$ cat src/rtl/mul_rr_scheduler.sv
// mul_rr_scheduler: round-robin sharing of one float16 multiplier between
// N_REQ requesters, with an in-order tag FIFO that routes results back.
// Optional per-requester grant statistics: define MUL_RR_SCHED_STATS_EN.
module mul_rr_scheduler #(
  parameter int unsigned N_REQ     = 4,
  parameter int unsigned MAX_OUTST = 2,
  parameter int unsigned TAG_DEPTH = 8
) (
  input  logic                 CLK,
  input  logic                 RSTn,
  input  logic [N_REQ-1:0]     REQ_VALID,
  output logic [N_REQ-1:0]     REQ_READY,
  input  logic [N_REQ*16-1:0]  REQ_A,
  input  logic [N_REQ*16-1:0]  REQ_B,
  output logic                 MUL_DVI,
  output logic [31:0]          MUL_DI,
  input  logic                 MUL_DVO,
  input  logic [5:0]           MUL_P_TYPE,
  input  logic [15:0]          MUL_P,
  output logic [N_REQ-1:0]     RES_VALID,
  output logic [5:0]           RES_TYPE,
  output logic [15:0]          RES_P,
  output logic                 BUSY,
`ifdef MUL_RR_SCHED_STATS_EN
  input  logic                 STATS_CLR,
  output logic [N_REQ*16-1:0]  GRANT_CNT,
`endif
  output logic [1:0]           ERR
);

  localparam int unsigned IDW = (N_REQ > 1) ? $clog2(N_REQ) : 1;
  localparam int unsigned SW  = IDW + 1;
  localparam int unsigned AW  = (TAG_DEPTH > 1) ? $clog2(TAG_DEPTH) : 1;
  localparam int unsigned OW  = $clog2(TAG_DEPTH + 1);
  localparam int unsigned CW  = 3;

  logic [IDW-1:0] ptr_q;
  logic [IDW-1:0] win;
  logic [IDW-1:0] idx;
  logic [SW-1:0]  sum;
  logic           grant;
  logic [N_REQ-1:0] elig;
  logic [15:0]    sel_a;
  logic [15:0]    sel_b;

  logic [CW-1:0]  cnt_q [N_REQ];
  logic [IDW-1:0] tag_mem [TAG_DEPTH];
  logic [AW-1:0]  wr_q;
  logic [AW-1:0]  rd_q;
  logic [OW-1:0]  occ_q;
  logic [OW-1:0]  occ_nxt;
  logic           full;
  logic           empty;
  logic           push_ok;
  logic           pop_ok;
  logic [IDW-1:0] tag;
  logic [N_REQ-1:0] grant_hot;
  logic [N_REQ-1:0] tag_hot;

  assign full    = (occ_q == OW'(TAG_DEPTH));
  assign empty   = (occ_q == '0);
  assign push_ok = grant && !full;
  assign pop_ok  = MUL_DVO && !empty;
  assign tag     = tag_mem[rd_q];

  // Eligibility, round-robin winner search from ptr, and operand select
  always_comb begin
    elig      = '0;
    grant     = 1'b0;
    win       = '0;
    idx       = '0;
    sum       = '0;
    sel_a     = '0;
    sel_b     = '0;
    grant_hot = '0;
    tag_hot   = '0;
    REQ_READY = '0;
    for (int unsigned i = 0; i < N_REQ; i++) begin
      elig[i] = REQ_VALID[i] && (cnt_q[i] < CW'(MAX_OUTST)) && !full;
    end
    for (int unsigned k = 0; k < N_REQ; k++) begin
      sum = {1'b0, ptr_q} + SW'(k);
      if (sum >= SW'(N_REQ)) sum = sum - SW'(N_REQ);
      idx = sum[IDW-1:0];
      if (!grant && elig[idx]) begin
        grant = 1'b1;
        win   = idx;
      end
    end
    for (int unsigned i = 0; i < N_REQ; i++) begin
      if (win == IDW'(i)) begin
        sel_a = REQ_A[i*16 +: 16];
        sel_b = REQ_B[i*16 +: 16];
      end
      grant_hot[i] = push_ok && (win == IDW'(i));
      tag_hot[i]   = pop_ok && (tag == IDW'(i));
    end
    if (grant) REQ_READY[win] = 1'b1;
  end

  // Next tag FIFO occupancy
  always_comb begin
    occ_nxt = occ_q;
    case ({push_ok, pop_ok})
      2'b10:   occ_nxt = occ_q + 1'b1;
      2'b01:   occ_nxt = occ_q - 1'b1;
      default: occ_nxt = occ_q;
    endcase
  end

  // Issue stage: registered multiplier request and round-robin pointer
  always_ff @(posedge CLK or negedge RSTn) begin
    if (!RSTn) begin
      ptr_q   <= '0;
      MUL_DVI <= 1'b0;
      MUL_DI  <= '0;
    end else begin
      MUL_DVI <= grant;
      if (grant) begin
        MUL_DI <= {sel_b, sel_a};
        ptr_q  <= (win == IDW'(N_REQ - 1)) ? '0 : win + 1'b1;
      end
    end
  end

  // Tag storage; contents need no reset since occupancy guards every read
  always_ff @(posedge CLK) begin
    if (push_ok) tag_mem[wr_q] <= win;
  end

  // Tag FIFO pointers and occupancy
  always_ff @(posedge CLK or negedge RSTn) begin
    if (!RSTn) begin
      wr_q  <= '0;
      rd_q  <= '0;
      occ_q <= '0;
    end else begin
      if (push_ok) wr_q <= (wr_q == AW'(TAG_DEPTH - 1)) ? '0 : wr_q + 1'b1;
      if (pop_ok)  rd_q <= (rd_q == AW'(TAG_DEPTH - 1)) ? '0 : rd_q + 1'b1;
      occ_q <= occ_nxt;
    end
  end

  // Per-requester outstanding counters; simultaneous grant and result cancel
  always_ff @(posedge CLK or negedge RSTn) begin
    if (!RSTn) begin
      for (int unsigned i = 0; i < N_REQ; i++) cnt_q[i] <= '0;
    end else begin
      for (int unsigned i = 0; i < N_REQ; i++) begin
        if (grant_hot[i] && !tag_hot[i])      cnt_q[i] <= cnt_q[i] + 1'b1;
        else if (tag_hot[i] && !grant_hot[i]) cnt_q[i] <= cnt_q[i] - 1'b1;
      end
    end
  end

  // Result routing, busy flag and sticky protocol errors
  always_ff @(posedge CLK or negedge RSTn) begin
    if (!RSTn) begin
      RES_VALID <= '0;
      RES_TYPE  <= '0;
      RES_P     <= '0;
      BUSY      <= 1'b0;
      ERR       <= '0;
    end else begin
      RES_VALID <= tag_hot;
      if (pop_ok) begin
        RES_TYPE <= MUL_P_TYPE;
        RES_P    <= MUL_P;
      end
      BUSY <= (occ_nxt != '0) || grant;
      if (grant && full)    ERR[0] <= 1'b1;
      if (MUL_DVO && empty) ERR[1] <= 1'b1;
    end
  end

`ifdef MUL_RR_SCHED_STATS_EN
  // Saturating grant counters; clear takes priority over increment
  always_ff @(posedge CLK or negedge RSTn) begin
    if (!RSTn) begin
      GRANT_CNT <= '0;
    end else begin
      for (int unsigned i = 0; i < N_REQ; i++) begin
        if (STATS_CLR) GRANT_CNT[i*16 +: 16] <= '0;
        else if (grant_hot[i] && (GRANT_CNT[i*16 +: 16] != 16'hFFFF))
          GRANT_CNT[i*16 +: 16] <= GRANT_CNT[i*16 +: 16] + 16'd1;
      end
    end
  end
`endif

endmodule
$ cat config.mk
export PLATFORM = sky130hd
export DESIGN_NAME = mul_rr_scheduler
export DESIGN_NICKNAME = d
export VERILOG_FILES = /design/src/rtl/mul_rr_scheduler.sv
export SDC_FILE = /design/constraint.sdc
export NUM_CORES = 1
export LEC_CHECK = 0
export ABC_AREA = 0
export CAP_MARGIN = 20
export CORE_MARGIN = 2
export CORE_UTILIZATION = 47
export CTS_CLUSTER_DIAMETER = 60
export DETAILED_ROUTE_END_ITERATION = 12
export PLACE_DENSITY = 0.86
export SYNTH_ARGS = -nofsm -noshare
export SYNTH_HDL_FRONTEND = slang
export SYNTH_SLANG_ARGS = --single-unit
$ cat constraint.sdc
create_clock -name CLK -period 11.35 [get_ports CLK]
set_input_delay 1.135 -clock CLK [delete_from_list [all_inputs] [get_ports CLK]]
set_output_delay 1.135 -clock CLK [all_outputs]
set_load 0.1 [all_outputs]
==> results.cfg, run 1 <==
[run]
cap_violations = 0

[clock_tree]
cts-hold-fix-buffers = 0
cts_tree = yes
cts-resized-gates = 0
clk_latency_ns = 0.34
cts_inserted_buffers = 9
clk_pin_slew_worst_paths_ns = 0.07
cts.sinks = 102
h-tree-depth = 3
cts_root_buf = clkbuf_16
cts_setup_buffers = 0
cts.path.max_buffers = 2

[route]
drc_errors = 0
drtAntennaViolNets = 0
routed_via_density = 5.50
firstDrtPassIters = 5
drt_iter0_drc = 352
drt-total-wl_mm = 15.9
post_drt_wl_per_cell_um = 17.0
vias = 5167

[global_routing]
grt_pass1_wl_mm = 26.1
antenna_found_initial = 0
grt_overflow_total = 0
grt_max_degree = 87
grt_pass1_vias = 5298
grt_use_total_pct = 25.9

[hold_path]
hold_depth = 0
hp-class = register to register
hp-start = ERR[0]
hold_end = ERR[0]

[setup_path]
path_delay_family = buffers and inverters
endpoint_kind = primary output
crit_path_top_delay_cell = clkdlybuf4s50_1
worstSetupStartpointType = primary input
required_ns = 10.22
reg2reg_depth = 9
cp.arrival_ns = 4.97
crit_type = primary input to primary output
r2r_slack_ns = 6.31
crit_chain = clkdlybuf4s50_1 -> or3b_2 -> o211ai_1 -> o211ai_1 -> o21ba_2 -> ha_1 -> buf_4 -> clkinv_1 -> nor2_1 -> clkdlybuf4s50_1
crit_fanout = 33
worst-path-buf-inv = 4
reg2reg_to = BUSY
rr_startpoint = occ_q[2]
max_stage_delay_ns = 1.16

[placed_design]
dp_slack_ns = 5.30
port_buffers = 222
dpl.hpwl_mm = 11.8
place_area_um2 = 7750
gp_congestion = 0.893

[logic_synthesis]
synthDistinctLibCells = 47
synth-warning-count = 0
syn_avg_cell_area_um2 = 9.22
synth_most_common_cell = nand2_1
synth_edf_count = 16
synth_top_area_share_pct = 39.3
ys_seq_area_share_pct = 48.1
yosys.area.top_type = dfrtp_1
netlist_area_um2 = 5470
ys_seq_elements = 102
synth_area_leaders = dfrtp_1, nand2_1, edfxtp_1
synth_common_cells = nand2_1, dfrtp_1, o21ai_0
syn_inst = 594
synth_nets = 770
synth_flop_cell = dfrtp_1
async_flop_share_pct = 84.3

[run_status]
status = finished clean

[finish]
syn_to_final_growth_pct = 47.7
stdcell_area_um2 = 8080
fillCellCount = 848
seqCellArea_um2 = 2630
multi_input_area_um2 = 2630
insertedDiodeCount = 0
layout-drive-gt1-share_pct = 5.52
nNetsFinal = 968

[sta]
tightest_slew_ns = 1.05
fin_crit_sh_pct = 53.8
drv_slew = 0
relSlewSlack_pct = 29.6
hold_viol = 0
fin_worst_skew_ns = 0.0121
tns_ns = 0
fin_crit_ns = 6.11
clock.fmax_mhz = 164
worst_slack_ns = 5.24
rsz0062_at_grt = no
setup_viol = 0

[die]
num_io_pins = 223
die_w_um = 112
core_um2 = 11400
die_h_um = 112
num_rows = 39
start_util_pct = 48.1
dieArea_um2 = 12500
[kinds of logic after synthesis]
group	Yosys count	synth area share, %
multiplexers	13	3.43
AO/OA/AOI/OAI	179	19.9
XOR/XNOR	16	2.56
buffers and inverters	52	3.91
AND/OR/NAND/NOR	213	17.2
flip-flops	102	48.1
adder cells (fa/ha/maj)	19	4.89
[worst max-delay path by stage]
stage                 start      endpoint  slack [ns]  depth (start not counted)
2_1_floorplan  REQ_VALID[3]  REQ_READY[3]        5.67                         11
3_3_place_gp   REQ_VALID[3]  REQ_READY[2]        5.37                         10
3_5_place_dp   REQ_VALID[3]  REQ_READY[2]        5.30                         10
4_1_cts        REQ_VALID[3]  REQ_READY[2]        5.29                         10
5_1_grt        REQ_VALID[3]  REQ_READY[2]        5.08                         10
6_report       REQ_VALID[3]  REQ_READY[3]        5.24                         10
[metrics by stage]
| stage | utilization [%] | std cells | hold WS (ns) |
|---|---|---|---|
| 4_1_cts | 70.9 | 939 | 0.396 |
| 2_1_floorplan | - | 594 | 0.456 |
| 6_report | 71.1 | 940 | 0.388 |
| 3_5_place_dp | 68.2 | 923 | 0.380 |
| 5_1_grt | 71.1 | 940 | 0.404 |
| 3_3_place_gp | 68.2 | 923 | 0.364 |
[routing by layer]
metal	GRT usage (%)	share of wire (%)
met5	0	0
met4	8.40	2.4
met3	6.75	8.3
met2	46.7	51
met1	30.2	38
[worst reg2reg max path, cell delays in order (launching register included)]
cell and delay, ns:
dfrtp_1 0.49, nor4_1 0.48, nand2b_1 0.83, clkinv_1 0.95, ha_1 0.54, xor2_1 0.19
ha_1 0.30, mux2_2 0.28, or3_1 0.35, or4b_1 0.50
[sequential cells by signal (all words and copies together), names as in the netlist, 3 cells and up]
name and cells:
MUL_DI 32, RES_P 16, RES_TYPE 6, RES_VALID 4
cnt_q 12, occ_q 4, rd_q 3, tag_mem 16
wr_q 3
[cell usage in the layout, fill, tap and decap left out, types with 5 or more instances in the layout]
master	synthesis	routed
xor2_1	10	10
dfrtp_1	86	86
buf_4	0	8
edfxtp_1	16	16
nor2_1	17	17
clkbuf_16	0	9
clkdlybuf4s50_1	0	221
mux2_2	6	6
a22oi_1	32	32
nor3_1	6	6
nand2b_1	6	6
xnor2_1	6	6
o21a_1	32	32
and2_1	5	5
o21ai_0	67	67
a21oi_1	36	36
nand2_1	157	157
inv_1	5	5
ha_1	15	14
[final cells by class]
type	count	area share [%]
well taps	143	2.21
inverters	9	0.449
repair buffers	230	28.4
multi-input cells	440	32.5
clock buffers	9	2.79
flip-flops and latches	102	32.6
clock inverters	7	0.991
Power of run 1 is not shown: default switching activity piles up to over one toggle a cycle in this logic, so the estimate is an artifact.
==> inputs of run 2 (changes only) <==
CORE_UTILIZATION = 40   (was 47)
PLACE_DENSITY = 0.78   (was 0.86)
clock period = 5.14 ns   (was 11.35 ns; I/O delays follow)
==> results.cfg, run 2 (same netlist as run 1, synthesis figures left out) <==
[run_status]
status = finished clean

[finish]
reg_top3 = MUL_DI (32), RES_P (16), tag_mem (16)
largest_register_ff_count = 32
final_cell_mix = clkdlybuf4s50_1, nand2_1, dfrtp_1
insertedDiodeCount = 0
syn_to_final_growth_pct = 49.0
final_common_cell = clkdlybuf4s50_1
regMostFlops = MUL_DI
layout-drive-gt1-share_pct = 6.38
nNetsFinal = 970

[clock_tree]
cts_tree = yes
cts_root_buf = clkbuf_16
cts-hold-fix-buffers = 0
h-tree-depth = 3
cts.sinks = 102
clk_latency_ns = 0.34
cts.path.max_buffers = 2
cts_inserted_buffers = 9
cts-resized-gates = 0
cts_setup_buffers = 0
clk_pin_slew_worst_paths_ns = 0.07

[global_routing]
grt_overflow_total = 0
grt_max_degree = 87
grt_pass1_wl_mm = 24.6
grt_use_total_pct = 21.1
grt_pass1_vias = 5275
antenna_found_initial = 0

[route]
highest_layer = met4
drt_iter0_drc = 262
firstDrtPassIters = 5
drt-total-wl_mm = 15.5
wl_met2_mm = 7.77
drtAntennaViolNets = 0
post_drt_wl_per_cell_um = 15.9
wl_met3_mm = 1.15
vias = 5061
drt-met1-wl_mm = 6.23
drc_errors = 0
routed_via_density = 5.19

[sta]
hold_viol = 0
clock.fmax_mhz = 243
tns_ns = 0
relSlewSlack_pct = 28.9
drv_slew = 0
setup_viol = 0
tightest_slew_ns = 1.06
fin_crit_ns = 4.11
fin_worst_skew_ns = 0.00761
rsz0062_at_grt = no
fin_crit_sh_pct = 80.0

[setup_path]
worst-path-buf-inv = 5
path_delay_family = buffers and inverters
crit_top_cell = buf_4
crit_fanout = 33
max_stage_delay_ns = 0.51
required_ns = 4.63
endpoint_kind = primary output
crit_chain = clkdlybuf4s50_1 -> or3b_2 -> a41o_2 -> a21oi_1 -> o21bai_1 -> ha_1 -> buf_4 -> clkinv_1 -> buf_4 -> nor2_1 -> buf_12
crit_type = primary input to primary output
cp.arrival_ns = 3.60
crit_path_top_delay_cell = or3b_2
worstSetupStartpointType = primary input

[die]
start_util_pct = 41.2
die_h_um = 121
dieArea_um2 = 14600
die_w_um = 121
core_um2 = 13300
num_io_pins = 223
num_rows = 42

[placed_design]
dpl.hpwl_mm = 11.5
port_buffers = 222
gp_congestion = 0.843

[run]
cap_violations = 0

[hold_path]
hp-class = primary input to async pin
==> run 2: cell types whose count changed in the layout (fill, tap and decap cells not counted), sizes merged <==
cell,delta
buf,+6
bufinv,-1
clkbuf,+4
clkdlybuf4s50,-4
clkinv,-2
clkinvlp,+1
inv,-2
==> run 2: metal layers <==
layer / global-route usage, % / vias to the layer above
met5: 0 / -
met4: 7.85 / 0
met3: 5.08 / 26
met2: 38.7 / 223
met1: 23.6 / 2360
li1: - / 2452
==> run 2: path summary, 6_finish.rpt <==
| kind | from | to | slack, ns | cells past startpoint |
|---|---|---|---|---|
| max in group asynchronous | RSTn | MUL_DI[7] | 4.39 | 2 |
| worst min register to register | ERR[0] | ERR[0] | 0.38 | 0 |
| worst min-delay path | RSTn | cnt_q[3] | 0.14 | 1 |
| worst max register to register | cnt_q[1] | cnt_q[2] | 1.37 | 14 |
| worst max-delay path | REQ_VALID[3] | REQ_READY[2] | 1.03 | 11 |
| min in group CLK | ERR[0] | ERR[0] | 0.38 | 0 |
==> run 2: layout make-up <==
| class | count | area (um2) |
|---|---|---|
| fill | 1091 | 5140 |
| sequential | 102 | 2630 |
| multi-input combinational | 440 | 2630 |
| timing repair buffer | 232 | 2330 |
| clock buffer | 13 | 280 |
| tap | 176 | 220 |
| inverter | 9 | 36.3 |
| clock inverter | 3 | 25.0 |
==> run 2: stage by stage <==
step	area, um2	hold slack (ns)	std cells	util (%)	worst slack [ns]
CTS	8130	0.387	974	61.1	1.01
finish	8160	0.139	975	61.3	1.03
detailed placement	7820	0.371	958	58.8	0.806
global placement	7820	0.364	958	58.8	0.943
floorplan	5470	0.218	594	-	0.704
global route	8160	0.177	975	61.3	0.844
Power of run 2 is left out for the same reason.
==> inputs of run 3 (changes only) <==
CORE_UTILIZATION = 44   (was 40)
PLACE_DENSITY = 0.82   (was 0.78)
clock period = 3.9 ns   (was 5.14 ns; I/O delays follow)
==> results.cfg, run 3 (same netlist as run 1, synthesis figures left out) <==
[setup_path]
rr_startpoint = occ_q[2]
reg2reg_depth = 13
crit_path_top_delay_cell = or3b_2
endpoint_kind = primary output
crit_type = primary input to primary output
reg2reg_to = cnt_q[2]
crit_fanout = 33
critPathLaunch = REQ_VALID[3]
cp.arrival_ns = 3.20
max_stage_delay_ns = 0.51
worstSetupStartpointType = primary input
crit_chain = clkdlybuf4s50_1 -> or3b_2 -> a41o_2 -> a21oi_1 -> o21ba_2 -> ha_1 -> clkinv_1 -> buf_4 -> nor2_2 -> buf_12
worst-path-buf-inv = 4
path_delay_family = buffers and inverters
r2r_slack_ns = 0.49
crit_cells = 10
endpoint = REQ_READY[3]
required_ns = 3.51

[clock_tree]
cts_root_buf = clkbuf_16
h-tree-depth = 3
cts.path.max_buffers = 2
cts-resized-gates = 0
clk_pin_slew_worst_paths_ns = 0.07
clk_latency_ns = 0.33
cts.sinks = 102
cts_tree = yes
cts_inserted_buffers = 9

[die]
core_um2 = 12100
start_util_pct = 45.4
die_w_um = 116
dieArea_um2 = 13300
num_rows = 40
num_io_pins = 223
die_h_um = 116

[sta]
tightest_slew_ns = 1.05
tns_ns = 0
clock.fmax_mhz = 279
relSlewSlack_pct = 29.6
drv_slew = 0
setup_viol = 0
holdWs_ns = 0.377
hold_viol = 0
fin_crit_sh_pct = 91.9
rsz0062_at_grt = no
fin_worst_skew_ns = 0.00534
fin_crit_ns = 3.59

[global_routing]
grt_pass1_wl_mm = 24.9
antenna_found_initial = 0
grt_pass1_vias = 5056
grt_max_degree = 87
grt_use_total_pct = 23.8
grt_overflow_total = 0

[route]
vias = 5044
drtAntennaViolNets = 0
post_drt_wl_per_cell_um = 15.9
routed_via_density = 5.21
drt_iter0_drc = 310
firstDrtPassIters = 4
drt-total-wl_mm = 15.4
drc_errors = 0

[placed_design]
port_buffers = 222
dpl.hpwl_mm = 11.5
gp_congestion = 0.876

[finish]
regMostFlops = MUL_DI
reg_top3 = MUL_DI (32), RES_P (16), tag_mem (16)
fin_util_pct = 68.0
nNetsFinal = 972
largest_register_ff_count = 32
insertedDiodeCount = 0
syn_to_final_growth_pct = 49.8
layout-drive-gt1-share_pct = 6.62
final_common_cell = clkdlybuf4s50_1
final_cell_mix = clkdlybuf4s50_1, nand2_1, dfrtp_1

[run_status]
status = finished clean

[hold_path]
hp-start = ERR[0]
hp-class = register to register

[run]
cap_violations = 0
[run 3: cell types whose count changed in the layout (fill, tap and decap cells not counted), sizes merged]
cell and change:
clkinv +1, buf +1, dlygate4sd3 +1, clkbuf -1
[run 3: worst min path at each step]
stage,to,cells past startpoint
floorplan,BUSY,0
global placement,ERR[0],0
detailed placement,ERR[0],0
CTS,RES_TYPE[5],1
global route,ERR[0],0
finish,ERR[0],0
[run 3: routing by layer]
layer	global-route usage, %	part of all wire [%]
met4	8.84	2.5
met5	0	0
met1	28.4	40
met2	41.6	50
met3	5.91	7.9
[run 3: cell type report]
| class | instances | area (um2) |
|---|---|---|
| repair buffers | 234 | 2370 |
| clock inverters | 4 | 23.8 |
| flip-flops and latches | 102 | 2630 |
| clock buffers | 12 | 289 |
| well taps | 168 | 210 |
| inverters | 9 | 36.3 |
| multi-input cells | 440 | 2630 |
| fillers | 943 | 3860 |
[run 3: worst reg2reg max path: cells and delay by family, from the launching register on]
kind	cells	cell delay, ns
adders and majority gates	3	0.79
and+or+nand+nor	4	1.11
DFF	1	0.49
buffers and inverters	2	0.14
AOI/OAI and AO/OA	2	0.50
xor gates and xnor gates	2	0.30
[run 3: stage by stage]
step	cells	cell area (um2)	setup WS (ns)
2_1_floorplan	594	5480	0.0310
3_3_place_gp	951	7850	0.272
3_5_place_dp	951	7850	0.167
4_1_cts	967	8160	0.317
5_1_grt	969	8200	0.157
6_report	969	8200	0.314
[run 3: repair_timing]
item | CTS | global route
hold endpoints to repair | 0 | 13
setup endpoints to repair | 0 | 0
hold buffers | 0 | 1
setup buffers | 0 | 0
Power of run 3 is left out for the same reason.
